**config.mk**
```make
export PLATFORM = sky130hd
export DESIGN_NAME = uart_tx_feeder
export DESIGN_NICKNAME = d
export VERILOG_FILES = /design/src/rtl/uart_tx_feeder_pkg.sv /design/src/rtl/uart_tx_feeder_sync_fifo.sv /design/src/rtl/uart_tx_feeder.sv
export SDC_FILE = /design/constraint.sdc
export NUM_CORES = 1
export LEC_CHECK = 0
export ABC_CLOCK_PERIOD_IN_PS = 5400
export BUFFER_PORTS_ARGS = -buffer_cell sky130_fd_sc_hd__buf_2
export CORE_UTILIZATION = 40
export CTS_CLUSTER_SIZE = 14
export DETAILED_ROUTE_END_ITERATION = 7
export PLACE_DENSITY = 0.58
export SETUP_SLACK_MARGIN = 0.3
export SKIP_LAST_GASP = 1
export SLEW_MARGIN = 30
export SYNTH_ARGS = -nofsm -noshare
export SYNTH_HDL_FRONTEND = slang
export SYNTH_SLANG_ARGS = --single-unit
```
**constraint.sdc**
```tcl
create_clock -name clk_i -period 5.4 [get_ports clk_i]
set_input_delay 1.08 -clock clk_i [delete_from_list [all_inputs] [get_ports clk_i]]
set_output_delay 1.08 -clock clk_i [all_outputs]
set_load 0.05 [all_outputs]
```
**src/rtl/uart_tx_feeder_pkg.sv**
```systemverilog
// rtl/uart_tx_feeder_pkg.sv - shared types and defaults for the UART TX feeder
package uart_tx_feeder_pkg;

   localparam int DATA_WIDTH_DEFAULT = 8;

   // Handshake FSM encoding towards the TX control FSM
   typedef enum logic [1:0] {
      IDLE      = 2'd0,
      ISSUE     = 2'd1,
      WAIT_BUSY = 2'd2,
      WAIT_DONE = 2'd3
   } state_e;

endpackage

```
**src/rtl/uart_tx_feeder_sync_fifo.sv**
```systemverilog
// rtl/uart_tx_feeder_sync_fifo.sv - circular-buffer FIFO with registered count and sticky overflow
module sync_fifo #(
   parameter int DATA_WIDTH = 8,
   parameter int DEPTH      = 8
) (
   input  logic                      clk_i,
   input  logic                      rst_ni,
   input  logic                      flush_i,
   input  logic                      wr_en_i,
   input  logic [DATA_WIDTH-1:0]     wr_data_i,
   input  logic                      rd_en_i,
   output logic [DATA_WIDTH-1:0]     rd_data_o,
   output logic                      full_o,
   output logic                      empty_o,
   output logic [$clog2(DEPTH):0]    count_o,
   output logic                      overflow_o
);

   localparam int AW = $clog2(DEPTH);
   localparam int CW = AW + 1;
   localparam logic [AW-1:0] PTR_ONE  = AW'(1);
   localparam logic [CW-1:0] CNT_ONE  = CW'(1);
   localparam logic [CW-1:0] CNT_FULL = CW'(DEPTH);

   logic [DATA_WIDTH-1:0] mem_q [DEPTH];
   logic [AW-1:0]         wr_ptr_q, wr_ptr_d;
   logic [AW-1:0]         rd_ptr_q, rd_ptr_d;
   logic [CW-1:0]         count_q, count_d;
   logic                  overflow_q, overflow_d;
   logic                  push, pop;

   assign full_o     = (count_q == CNT_FULL);
   assign empty_o    = (count_q == '0);
   assign count_o    = count_q;
   assign overflow_o = overflow_q;
   assign rd_data_o  = mem_q[rd_ptr_q];

   // A pop frees a slot in the same cycle, so a full FIFO can still accept a write
   assign pop  = rd_en_i && !empty_o;
   assign push = wr_en_i && (!full_o || pop);

   // Next pointer/count/overflow; flush wins over any same-cycle write or pop
   always_comb begin
      wr_ptr_d   = wr_ptr_q;
      rd_ptr_d   = rd_ptr_q;
      count_d    = count_q;
      overflow_d = overflow_q;
      if (flush_i) begin
         wr_ptr_d   = '0;
         rd_ptr_d   = '0;
         count_d    = '0;
         overflow_d = 1'b0;
      end else begin
         if (push) wr_ptr_d = wr_ptr_q + PTR_ONE;
         if (pop)  rd_ptr_d = rd_ptr_q + PTR_ONE;
         if (push && !pop) count_d = count_q + CNT_ONE;
         if (pop && !push) count_d = count_q - CNT_ONE;
         if (wr_en_i && !push) overflow_d = 1'b1;
      end
   end

   // Pointer, count and overflow registers
   always_ff @(posedge clk_i or negedge rst_ni) begin
      if (!rst_ni) begin
         wr_ptr_q   <= '0;
         rd_ptr_q   <= '0;
         count_q    <= '0;
         overflow_q <= 1'b0;
      end else begin
         wr_ptr_q   <= wr_ptr_d;
         rd_ptr_q   <= rd_ptr_d;
         count_q    <= count_d;
         overflow_q <= overflow_d;
      end
   end

   // Storage array; contents need no reset since count gates every read
   always_ff @(posedge clk_i) begin
      if (push && !flush_i) mem_q[wr_ptr_q] <= wr_data_i;
   end

endmodule

```
**src/rtl/uart_tx_feeder.sv**
```systemverilog
// rtl/uart_tx_feeder.sv - FIFO-buffered Data_Valid feeder for the UART TX control FSM
import uart_tx_feeder_pkg::*;

module uart_tx_feeder #(
   parameter int DATA_WIDTH   = DATA_WIDTH_DEFAULT,
   parameter int DEPTH        = 8,
   parameter int BUSY_TIMEOUT = 4
) (
   input  logic                      clk_i,
   input  logic                      rst_ni,
   input  logic                      wr_en_i,
   input  logic [DATA_WIDTH-1:0]     wr_data_i,
   input  logic                      flush_i,
   input  logic                      tx_busy_i,
   output logic                      tx_valid_o,
   output logic [DATA_WIDTH-1:0]     tx_data_o,
   output logic                      full_o,
   output logic                      empty_o,
   output logic [$clog2(DEPTH):0]    count_o,
   output logic                      overflow_o
);

   localparam int TW = $clog2(BUSY_TIMEOUT + 1);
   localparam logic [TW-1:0] TMO_LOAD = TW'(BUSY_TIMEOUT);
   localparam logic [TW-1:0] TMO_ONE  = TW'(1);

   state_e                state_q, state_d;
   logic [TW-1:0]         timer_q, timer_d;
   logic                  tx_valid_q, tx_valid_d;
   logic [DATA_WIDTH-1:0] tx_data_q, tx_data_d;
   logic [DATA_WIDTH-1:0] fifo_head;
   logic                  fifo_empty;
   logic                  pop;

   sync_fifo #(
      .DATA_WIDTH (DATA_WIDTH),
      .DEPTH      (DEPTH)
   ) u_fifo (
      .clk_i      (clk_i),
      .rst_ni     (rst_ni),
      .flush_i    (flush_i),
      .wr_en_i    (wr_en_i),
      .wr_data_i  (wr_data_i),
      .rd_en_i    (pop),
      .rd_data_o  (fifo_head),
      .full_o     (full_o),
      .empty_o    (fifo_empty),
      .count_o    (count_o),
      .overflow_o (overflow_o)
   );

   assign empty_o = fifo_empty;

   // Only pop when the transmitter is idle, so a frame started elsewhere is never overrun
   assign pop = (state_q == IDLE) && !fifo_empty && !tx_busy_i;

   // State, timeout counter and registered outputs
   always_ff @(posedge clk_i or negedge rst_ni) begin
      if (!rst_ni) begin
         state_q    <= IDLE;
         timer_q    <= '0;
         tx_valid_q <= 1'b0;
         tx_data_q  <= '0;
      end else begin
         state_q    <= state_d;
         timer_q    <= timer_d;
         tx_valid_q <= tx_valid_d;
         tx_data_q  <= tx_data_d;
      end
   end

   // Next state: issue, then wait for busy to rise (bounded) and fall
   always_comb begin
      state_d = state_q;
      timer_d = timer_q;
      unique case (state_q)
         IDLE: begin
            if (pop) state_d = ISSUE;
         end
         ISSUE: begin
            state_d = WAIT_BUSY;
            timer_d = TMO_LOAD;
         end
         WAIT_BUSY: begin
            if (tx_busy_i) begin
               state_d = WAIT_DONE;
            end else if (timer_q <= TMO_ONE) begin
               state_d = IDLE;
               timer_d = '0;
            end else begin
               timer_d = timer_q - TMO_ONE;
            end
         end
         WAIT_DONE: begin
            if (!tx_busy_i) state_d = IDLE;
         end
         default: state_d = IDLE;
      endcase
   end

   // Output next values: valid only while in ISSUE, data latched at the pop
   always_comb begin
      tx_valid_d = (state_d == ISSUE);
      tx_data_d  = pop ? fifo_head : tx_data_q;
   end

   assign tx_valid_o = tx_valid_q;
   assign tx_data_o  = tx_data_q;

endmodule

```
==> results.py <==
metrics = {
    "hold_path": {
        "min_from": "u_fifo.overflow_o",
        "worst_hold_path_type": "register to register",
        "min_path_cells": 2,
        "whs_endpoint": "u_fifo.overflow_o",
    },
    "yosys": {
        "yosysMostFrequentCell": "edfxtp_1",
        "syn_avg_cell_area_sq_um": 16.25,
        "ys_top_cells_by_count": "edfxtp_1 (64), nor2_1 (26), dfrtp_1 (25), mux4_2 (16), mux2i_1 (11)",
        "synth_edf_count": 64,
        "yosys_warnings": 0,
        "synth_cell_types": 41,
        "synth-async-reset-ratio_pct": 28.09,
        "synth_nets": 249,
        "netlist_top_cells_area": "edfxtp_1 (52%), dfrtp_1 (17%), mux4_2 (9.7%)",
        "synth_top_cell_area_share_pct": 51.63,
        "synth-seq-cells": 89,
        "synthCells": 229,
        "synth_flop_cell": "edfxtp_1",
        "yosys.area.top_type": "edfxtp_1",
        "syn_area_sq_mm": 0.003722,
        "yosysSeqAreaShare_pct": 68.44,
    },
    "sta": {
        "max_slew_margin_pct": 39.64,
        "tightest_slew_ps": 902.1,
        "drv_slew": 0,
        "timing.fmax_mhz": 341.1,
        "final.setup.tns_ps": 0,
        "period_needed_ps": 2932,
        "period_share_pct": 54.29,
        "rsz0062_at_grt": "false",
        "final.setup_skew_ps": 17.29,
        "setup_viol": 0,
        "finalHoldViolCount": 0,
    },
    "global_route": {
        "grt_use_total_pct": 15.28,
        "grt_pass1_vias": 2023,
        "antenna_found_initial": 0,
        "grt_start_max_net_pins": 26,
        "grt_pass1_wl_um": 10730,
        "grt-ovfl-total": 0,
    },
    "setup_path": {
        "r2r_end": "u_fifo.mem_q[4][4]",
        "critPathLaunchType": "input port",
        "crit_slowest_cell": "nor2_1",
        "cpPeakStageDelay_ps": 720,
        "crit_chain": "buf_2 > nor3_2 > o21ai_1 > or3_1 > nor2_1",
        "reg2regPathDepth": 4,
        "path_buf_inv": 1,
        "reg2reg_slack_ps": 2820,
        "path_delay_family": "simple AND/OR/NAND/NOR gates",
        "crit_path_end_kind": "register",
        "crit_type": "input port to register",
        "cp.required_ps": 5370,
        "cp.depth": 5,
        "crit_fanout": 8,
        "reg2reg_from": "state_q[1]",
        "arrival_ps": 2910,
    },
    "cells_and_area": {
        "num-nets-final": 280,
        "final_util_pct": 47.57,
        "drive_above_1_share_pct": 26.79,
        "diodes": 0,
        "syn_to_final_growth_pct": 13.08,
    },
    "clock_network": {
        "h-tree-depth": 3,
        "post_cts_resized": 0,
        "clkTransAtPathRegs_ps": 90,
        "ctsRootBufferMaster": "clkbuf_8",
        "cts_inserted_buffers": 9,
        "clk_path_buf_depth": 2,
        "cts_tree": "built",
        "hold_buffers": 0,
        "cts_setup_buffers": 0,
        "insertion_delay_ps": 350,
        "clock_sinks": 89,
    },
    "power": {
        "cellLeakagePower_nw": 1.515,
        "p_int_mw": 1.250,
        "power_frac_seq_pct": 45.6,
        "switching_power_mw": 0.6630,
        "clock_power_share_pct": 26.6,
        "comb_power_share_pct": 27.8,
        "p_sw_share_pct": 34.65,
        "vdd_drop_max_mv": 0.2023,
        "power_density_mw_per_mm2": 454.6,
    },
    "detailed_routing": {
        "first_iter_violations": 85,
        "vias": 2012,
        "ant_nets": 0,
        "via_per_inst": 5.394,
        "drt_pass1_iterations": 6,
        "post-route-drc-count": 0,
        "wl_um": 6705,
        "routedWlPerCell_um": 17.98,
    },
    "outcome": {
        "status": "completed",
    },
    "place": {
        "place.gp.congestion": 0.7021,
        "dp_hpwl_um": 4378,
        "io_buffers": 28,
    },
    "floorplanning": {
        "std_cell_rows": 34,
        "initial_core_util_pct": 42.07,
        "dieArea_sq_mm": 0.009695,
        "die_x_um": 98.47,
        "ioPinCount": 29,
        "core_area_sq_mm": 0.008848,
        "die_y_um": 98.47,
    },
    "job": {
        "drv_cap": 0,
    },
}
## worst min-delay path, stage by stage (launching register included)
cell and delay [ps]:
dfrtp_1 350, a31oi_1 40, nor2_1 80
## sequential cells by signal (all words and copies together), names as in the netlist
| register | flops |
|---|---|
| u_fifo.mem_q | 64 |
| tx_data_o | 8 |
| u_fifo.count_o | 4 |
| timer_q | 3 |
| u_fifo.rd_ptr_q | 3 |
| u_fifo.wr_ptr_q | 3 |
| state_q | 2 |
| tx_valid_o | 1 |
| u_fifo.overflow_o | 1 |
## power groups by stage
stage                     Combinational, mW  Clock, mW  Sequential, mW
after global placement                0.531          0           0.887
after detailed placement              0.539          0           0.890
after CTS                             0.540      0.522           0.875
after floorplan                       0.288          0            1.01
final                                 0.532      0.509           0.873
after global routing                  0.580      0.550           0.887
## cell usage in the layout (no fill, tap or decap), types with 5 or more instances in the layout
master and n:
edfxtp_1 64, o21ai_0 5, nor2_1 25, clkbuf_8 9, mux2i_1 11, a21oi_1 10, inv_1 5, buf_2 28
dfrtp_1 25, nand2_1 5, ha_1 6, mux4_2 16
## per-layer routing
layer / track usage (%) / wire length [um] / part of all wire [%] / vias to the layer above
met2: 25.14 / 3483 / 52 / 38
met3: 3.475 / 268 / 4.0 / 2
met5: 0 / 0 / 0 / -
li1: - / - / - / 937
met1: 19.78 / 2916 / 43 / 1035
met4: 6.200 / 37 / 0.55 / 0
## worst max path at each step
stage	from	endpoint	slack, ps
after floorplan	tx_busy_i	u_fifo.count_o[3]	2480
after CTS	tx_busy_i	u_fifo.mem_q[4][2]	2450
after detailed placement	tx_busy_i	u_fifo.mem_q[4][5]	2060
after global placement	tx_busy_i	u_fifo.mem_q[0][3]	2000
after global routing	tx_busy_i	u_fifo.count_o[3]	2340
final	tx_busy_i	u_fifo.mem_q[4][4]	2470
## logic make-up (layout without fill, tap and decap cells)
logic type	Yosys count	after routing	share of synthesized area, %
adders and majority gates	7	7	2.555
buffers and inverters	17	53	1.949
AOI/OAI and AO/OA	30	30	5.378
DFF	89	89	68.44
xor gates and xnor gates	5	5	1.177
and+or+nand+nor	50	50	6.656
muxes	31	31	13.85
## through the flow
| step | hold WS (ps) | cells | area (sq um) | power (mW) | setup slack [ps] |
|---|---|---|---|---|---|
| 6_report | 505.9 | 373 | 4209 | 1.913 | 2468 |
| 5_1_grt | 540.4 | 373 | 4209 | 2.017 | 2340 |
| 2_1_floorplan | 527.0 | 229 | 3722 | 1.301 | 2483 |
| 4_1_cts | 513.6 | 373 | 4207 | 1.937 | 2448 |
| 3_5_place_dp | 492.1 | 357 | 3976 | 1.429 | 2065 |
| 3_3_place_gp | 473.6 | 357 | 3971 | 1.418 | 2000 |
## layout make-up
class / instances / area [sq um]
clock buffers: 9 / 123.9
clock inverters: 7 / 106.4
fillers: 778 / 4639
inverters: 6 / 23.77
multi-input cells: 123 / 1110
flip-flops and latches: 89 / 2547
well taps: 108 / 135.1
repair buffers: 31 / 162.7
Power figures use the tool's default switching activity.
